$ cat src/rtl/eth_pkg.sv
// Shared definitions for the Ethernet link monitor: FSM encoding, default
// qualification lengths and a saturating-increment helper.
package eth_pkg;

  typedef enum logic [1:0] {
    ST_DOWN      = 2'd0,
    ST_QUAL_UP   = 2'd1,
    ST_UP        = 2'd2,
    ST_QUAL_DOWN = 2'd3
  } link_state_e;

  localparam int unsigned DEF_UP_CYCLES   = 1024;
  localparam int unsigned DEF_DOWN_CYCLES = 16;

  // Increment val, holding at the all-ones value of a w-bit counter (w <= 32).
  function automatic logic [31:0] sat_inc(input logic [31:0] val, input int unsigned w);
    logic [31:0] max_val;
    max_val = (w >= 32) ? 32'hFFFF_FFFF : ((32'd1 << w) - 32'd1);
    return (val >= max_val) ? val : val + 32'd1;
  endfunction

endpackage

$ cat src/rtl/sat_counter.sv
// Saturating event counter with synchronous clear; a clear that coincides
// with an increment leaves the counter at 1 so the event is not lost.
module sat_counter
  import eth_pkg::*;
#(
  parameter int unsigned W = 16
) (
  input  logic         clk,
  input  logic         reset,
  input  logic         inc,
  input  logic         clr,
  output logic [W-1:0] count
);

  always_ff @(posedge clk) begin
    if (reset) begin
      count <= '0;
    end else if (clr) begin
      count <= inc ? W'(1) : '0;
    end else if (inc) begin
      count <= W'(sat_inc(32'(count), W));
    end
  end

endmodule

$ cat src/rtl/eth_link_monitor.sv
// Debounces the CMAC PCS-alignment flag into a clean eth_up level with
// asymmetric hysteresis, and counts drops and glitches. Optional uptime
// counter is built when ETH_LINK_UPTIME_EN is defined.
module eth_link_monitor
  import eth_pkg::*;
#(
  parameter int unsigned UP_CYCLES   = DEF_UP_CYCLES,
  parameter int unsigned DOWN_CYCLES = DEF_DOWN_CYCLES,
  parameter int unsigned CNT_W       = 16
) (
  input  logic             clk,
  input  logic             reset,
  input  logic             rx_aligned,
  input  logic             clear_counts,
  output logic             eth_up,
  output logic             up_event,
  output logic             down_event,
  output logic [CNT_W-1:0] drop_count,
  output logic [CNT_W-1:0] glitch_count,
`ifdef ETH_LINK_UPTIME_EN
  output logic [31:0]      uptime,
`endif
  output link_state_e      link_state
);

  localparam int unsigned MAX_CYC = (UP_CYCLES > DOWN_CYCLES) ? UP_CYCLES : DOWN_CYCLES;
  localparam int unsigned QW      = $clog2(MAX_CYC);
  localparam logic [QW-1:0] UP_LAST   = QW'(UP_CYCLES - 1);
  localparam logic [QW-1:0] DOWN_LAST = QW'(DOWN_CYCLES - 1);

  link_state_e   state_q, state_d;
  logic [QW-1:0] q_cnt, q_cnt_d;
  logic          aligned_q;
  logic          up_fire, down_fire, glitch_fire;

  assign link_state = state_q;

  always_ff @(posedge clk) begin
    if (reset) begin
      state_q    <= ST_DOWN;
      q_cnt      <= '0;
      aligned_q  <= 1'b0;
      eth_up     <= 1'b0;
      up_event   <= 1'b0;
      down_event <= 1'b0;
    end else begin
      state_q    <= state_d;
      q_cnt      <= q_cnt_d;
      aligned_q  <= rx_aligned;
      eth_up     <= (state_d == ST_UP) || (state_d == ST_QUAL_DOWN);
      up_event   <= up_fire;
      down_event <= down_fire;
    end
  end

  // Qualifying states count consecutive cycles of the new level; any
  // contrary sample sends the FSM straight back to where it came from.
  always_comb begin
    state_d     = state_q;
    q_cnt_d     = q_cnt;
    up_fire     = 1'b0;
    down_fire   = 1'b0;
    glitch_fire = 1'b0;
    case (state_q)
      ST_DOWN: begin
        if (aligned_q) begin
          state_d = ST_QUAL_UP;
          q_cnt_d = QW'(1);
        end
      end
      ST_QUAL_UP: begin
        if (!aligned_q) begin
          state_d = ST_DOWN;
          q_cnt_d = '0;
        end else if (q_cnt == UP_LAST) begin
          state_d = ST_UP;
          q_cnt_d = '0;
          up_fire = 1'b1;
        end else begin
          q_cnt_d = q_cnt + QW'(1);
        end
      end
      ST_UP: begin
        if (!aligned_q) begin
          state_d = ST_QUAL_DOWN;
          q_cnt_d = QW'(1);
        end
      end
      ST_QUAL_DOWN: begin
        if (aligned_q) begin
          state_d     = ST_UP;
          q_cnt_d     = '0;
          glitch_fire = 1'b1;
        end else if (q_cnt == DOWN_LAST) begin
          state_d   = ST_DOWN;
          q_cnt_d   = '0;
          down_fire = 1'b1;
        end else begin
          q_cnt_d = q_cnt + QW'(1);
        end
      end
      default: begin
        state_d = ST_DOWN;
        q_cnt_d = '0;
      end
    endcase
  end

  sat_counter #(.W(CNT_W)) u_drop_cnt (
    .clk   (clk),
    .reset (reset),
    .inc   (down_fire),
    .clr   (clear_counts),
    .count (drop_count)
  );

  sat_counter #(.W(CNT_W)) u_glitch_cnt (
    .clk   (clk),
    .reset (reset),
    .inc   (glitch_fire),
    .clr   (clear_counts),
    .count (glitch_count)
  );

`ifdef ETH_LINK_UPTIME_EN
  // Cleared on the edge that enters UP (eth_up is still 0 then), so the
  // count restarts for each session and holds after the link drops.
  sat_counter #(.W(32)) u_uptime_cnt (
    .clk   (clk),
    .reset (reset),
    .inc   (eth_up),
    .clr   (up_fire),
    .count (uptime)
  );
`endif

endmodule

$ cat config.mk
export PLATFORM = sky130hd
export DESIGN_NAME = eth_link_monitor
export DESIGN_NICKNAME = d
export VERILOG_FILES = /design/src/rtl/eth_pkg.sv /design/src/rtl/sat_counter.sv /design/src/rtl/eth_link_monitor.sv
export SDC_FILE = /design/constraint.sdc
export NUM_CORES = 1
export LEC_CHECK = 0
export ABC_AREA = 1
export CELL_PAD_IN_SITES_DETAIL_PLACEMENT = 0
export CELL_PAD_IN_SITES_GLOBAL_PLACEMENT = 2
export CORE_ASPECT_RATIO = 1.4
export CORE_UTILIZATION = 29
export DETAILED_ROUTE_END_ITERATION = 12
export GPL_ROUTABILITY_DRIVEN = 1
export PLACE_DENSITY = 0.8
export SKIP_LAST_GASP = 1
export SLEW_MARGIN = 10
export SYNTH_ARGS = -nofsm -noshare
export SYNTH_HDL_FRONTEND = slang
export SYNTH_SLANG_ARGS = --single-unit
$ cat constraint.sdc
create_clock -name clk -period 2.3 [get_ports clk]
set_input_delay 0.46 -clock clk [delete_from_list [all_inputs] [get_ports clk]]
set_output_delay 0.46 -clock clk [all_outputs]
set_load 0.005 [all_outputs]
## Word-level counts from Yosys, hierarchy flattened

Index checks and enable logic that the tools add are counted.

- Word-level logic and storage cells: 62
- Bits in registers: 48
- Memory bits (writable): 0
- Memories: 0
- Bits in read-only memories: 0
- Latch bits: 0

- Mux-type cells: 28
- Add/subtract/negate cells: 3
- Reduce and logical (&&, ||, !) cells: 8
- Shift-type cells: 0
- $lt $le $gt $ge: 2
- Divide/modulo/power cells: 0
- Multipliers: 0
- Equal/unequal tests: 11
- Bitwise logic cells: 2

Operators with widths:

| kind | number |
|---|---|
| 16-bit 2-to-1 mux | 6 |
| 10-bit 2-to-1 mux | 6 |
| 10-bit one-hot mux with 4 select lines | 1 |
| 16-bit by 1-bit adder with 16-bit output, second input constant | 2 |
| 16-bit greater-or-equal comparator, second input constant | 2 |
| 2-bit 2-to-1 mux | 6 |
| 10-bit by 1-bit adder with 10-bit output, second input constant | 1 |
| 10-bit == test, second input constant | 1 |
| 10-bit by 4-bit == test with 1-bit output, second input constant | 1 |
| 2-bit == test, second input constant | 4 |
| 1-bit 2-to-1 mux | 8 |
| 2-bit inequality test, second input constant | 4 |
| 2-bit one-hot mux with 4 select lines | 1 |
| 2-bit AND reduction | 3 |
| 2-bit nonzero test | 2 |
| 3-bit OR reduction | 1 |
| 2-bit by 1-bit == test with 1-bit output, second input constant | 1 |
| 2-bit logical NOT | 1 |
| 1-bit inverter | 2 |
| 1-bit logical OR | 1 |

## Longest topological paths before layout

- Depth in word-level cells: 6
- Depth in mapped cells: 10
- Mapped depth without buffers: 10

## By module

A second synthesis with hierarchy kept.

- Cells, all modules: 498
- Area, all modules: 3150.5 µm²

By module, submodules not included:

| module | times used | area an instance (µm²) | sequential area each (µm²) | cells an instance |
|---|---|---|---|---|
| sat_counter | 2 | 1091.0 | 320.3 | 176 |
| eth_link_monitor | 1 | 968.4 | 320.3 | 146 |

## Worst setup path after synthesis

No wires, ideal clock.

- Kind: register -> register
- From: reg u_drop_cnt.count[0]
- To: reg u_drop_cnt.count[4]
- Library setup time: 0.132 ns
- Path slack: 0.626 ns
- Period minus slack after synthesis: 1.674 ns
- Data arrival time: 1.542 ns
- Stages on the path, launching flop included: 9
- Cells stage by stage: dfxtp_1 > ha_1 > nand3_2 > nand3b_1 > nor2_1 > nor2_4 > buf_6 > nand3b_1 > a21oi_1

- Word-level cells in the longest chain between the ends: 4
- Elaborated cells on any way between the ends: 7
- Those cells by class: add/sub (1); order compare (1); eq/ne (1); mux (3); reduce/logical (1)

Ends and longest elaborated chain:

| item | line | source |
|---|---|---|
| from (decl) | sat_counter.sv:12 | `output logic [W-1:0] count` |
| from (signal assigned) | sat_counter.sv:19 | `count <= inc ? W'(1) : '0;` |
| from (signal assigned) | sat_counter.sv:21 | `count <= W'(sat_inc(32'(count), W));` |
| 16-bit by 1-bit adder with 16-bit output | eth_pkg.sv:19 | `return (val >= max_val) ? val : val + 32'd1;` |
| 16-bit 2-to-1 mux | eth_pkg.sv:19 |  |
| 16-bit 2-to-1 mux | sat_counter.sv:20 | `end else if (inc) begin` |
| 16-bit 2-to-1 mux | sat_counter.sv:18 | `end else if (clr) begin` |

Several ways; a longest one is shown, not always the timed one. The select of a mux whose other input is x is not followed.
A chain may end at the register's enable or synchronous reset.

## Worst setup path in the final report

- From: reg u_drop_cnt.count[0]
- To: reg u_drop_cnt.count[8]

Same word-level chain as after synthesis.

==> flow_summary.ini <==
[status]
status = finished, final reports clean

[clocking]
postCtsSetupRepairBufs = 0
cts_sinks = 47
insertion_delay_ns = 0.29
cts_resized = 0
ctsHoldBuffers = 0
cts-root-buf = clkbuf_16
cts_made_buffers = 5
cts_tree = done
htreeDepth = 2
clockBufferDepth = 2
cts.clk_slew.worst_paths_ns = 0.07

[synth]
yosysTopAreaCell = dfxtp_1
synth_cell_types = 29
ys_ff_latch = 47
syn_nets = 455
synth_ff_type = dfxtp_1
ys_warn_count = 0
synthTopCellsByCount = 124 x nand2_1, 65 x nor2_1, 54 x inv_1, 47 x dfxtp_1, 35 x nand3_1
synth.avg_cell_area_um2 = 6.33
async_flop_share = 0
synth_edf_count = 0
yosysSeqAreaShare = 0.332
synth_top_area_share = 0.332
synth.most_common_cell = nand2_1
synth.area.top_cells = dfxtp_1 33%, nand2_1 16%, nor2_1 8.6%, inv_1 7.2%, nand3_1 6.2%
syn_area_um2 = 2830
synthCells = 448

[die]
dieArea_um2 = 10200
die_w_um = 85.5
initial_core_util = 0.300
fp.dieH_um = 119
core_area_um2 = 9460
rows = 42
io_pins = 41

[setup_path]
path_class = register to register
critPathRequiredTime_ns = 2.49
start_kind = register
crit_path_start = u_drop_cnt.count[0]$_SDFFE_PP0P_
reg2reg_slack_ns = 0.34
arrival_ns = 2.15
r2r_start = u_drop_cnt.count[0]$_SDFFE_PP0P_
worstPathMaxFanout = 15
reg2reg_depth = 8
cp-end-kind = register

[timing]
skew_ns = 0.00635
tightest_slew_ns = 0.451
fin_crit_ns = 1.96
timing.fmax_ghz = 0.510
fin_setup_tns_ns = 0
relSlewSlack = 0.698
fin_ws_ns = 0.338
rsz0062_at_grt = no
finalCritPeriodShare = 0.853
finalHoldViolations = 0
setup_violations = 0
finalMaxSlewViolations = 0

[run]
drv_cap = 0

[routing]
drt_wl_total_mm = 8.01
ant_nets = 0
routed_via_density = 4.80
wl_per_cell_um = 13.3
drt_first_pass_iters = 4
vias = 2894
drtIter0Drc = 123
drc = 0

[placement]
dp.final_hpwl_mm = 6.02
dp.cells = 595
place_ws_ns = 0.332
gp_congestion = 0.768
port-buffer-count = 40

[hold_path]
min_path_type = register to register
min_from = q_cnt[1]$_SDFFE_PP0P_
holdPathStages = 2

[grt]
grt_pass1_vias = 2684
grt_antenna_before_repair = 0
grt_max_degree = 23
gr-usage-all-layers = 0.167
grt.overflow.total = 0
grt_pass1_wl_mm = 13.2

[power]
finalPower_uw = 1610
p_per_area_nw_per_um2 = 458
leakagePower_uw = 0.00130
ir_worst_vdd_uv = 295

[final_layout]
antenna_cells = 0
fin_cells = 603
layout-drive-gt1-share = 0.0690
final_nets = 499
areaGrowthSynthToFinish_pct = 24.1
## cells by family after synthesis
family / count (synthesis) / share of synthesized area
simple gates: 268 / 0.424
buf+inv: 67 / 0.0962
compound gates: 52 / 0.100
flops: 47 / 0.332
xor+xnor: 11 / 0.0340
fa+ha+maj: 3 / 0.0132
## state kept, by name, summed over array words and instances, names as in the netlist
name / cells
eth_up: 1
down_event: 1
u_drop_cnt.count: 16
aligned_q: 1
link_state: 1
u_glitch_cnt.count: 16
q_cnt: 10
up_event: 1
## area by class of cell
| cell class | instances | area (um^2) |
|---|---|---|
| Multi-Input combinational cell | 334 | 1620 |
| Clock buffer | 5 | 125 |
| Clock inverter | 3 | 15.0 |
| Sequential cell | 47 | 941 |
| Inverter | 57 | 214 |
| Timing Repair Buffer | 47 | 465 |
| Fill cell | 1039 | 5940 |
| Tap cell | 110 | 138 |
## per-stage QoR
step	cell area [um^2]	util	hold slack (ns)
4_1_cts	3520	0.372	0.495
3_5_place_dp	3380	0.357	0.484
2_1_floorplan	2830	-	0.462
3_3_place_gp	3380	0.357	0.475
5_1_grt	3520	0.372	0.521
6_report	3520	0.372	0.494
## worst max-delay path, cell delays in order, from the launching register on
cell and delay [ns]:
dfxtp_1 0.38, ha_1 0.31, nand3_2 0.13, nand3b_1 0.23, nor2_1 0.10, nor2_4 0.33
nand2_1 0.15, o21ai_0 0.17, nor2_1 0.05
## power breakdown
part	switching (uW)	total, uW	internal [uW]
combinational	42.5	62.9	20.4
sequential	3.81	821	817
clock	329	726	398
## layer usage
| layer | vias to the layer above | share of wire | global-route usage |
|---|---|---|---|
| met5 | - | 0 | 0 |
| met4 | 0 | 0.030 | 0.0906 |
| met3 | 14 | 0.030 | 0.0263 |
| met2 | 57 | 0.50 | 0.285 |
| met1 | 1302 | 0.44 | 0.198 |
| li1 | 1521 | - | - |
## worst paths after layout
check                                           to
setup / recovery  u_drop_cnt.count[8]$_SDFFE_PP0P_
setup reg to reg  u_drop_cnt.count[8]$_SDFFE_PP0P_
hold / removal               q_cnt[1]$_SDFFE_PP0P_
hold reg to reg              q_cnt[1]$_SDFFE_PP0P_
## cells in the final DEF, fill, tap and decap left out, types with 2 or more instances in the layout
master / Yosys / layout
inv_2: 2 / 2
nor2_4: 3 / 3
nand4_1: 18 / 18
xnor2_1: 2 / 2
nand2_2: 4 / 4
clkinv_2: 0 / 3
nand3_2: 5 / 5
inv_1: 54 / 54
xor2_1: 9 / 9
ha_1: 3 / 3
o21bai_1: 3 / 3
nand2_1: 124 / 124
a21oi_1: 33 / 33
nor2_1: 65 / 65
clkdlybuf4s50_1: 0 / 40
o21ai_0: 13 / 13
nor3_1: 8 / 8
nand3_1: 35 / 35
clkbuf_16: 0 / 5
buf_4: 1 / 6
dfxtp_1: 47 / 47
nand3b_1: 3 / 3
Power figures use the tool's default switching activity.
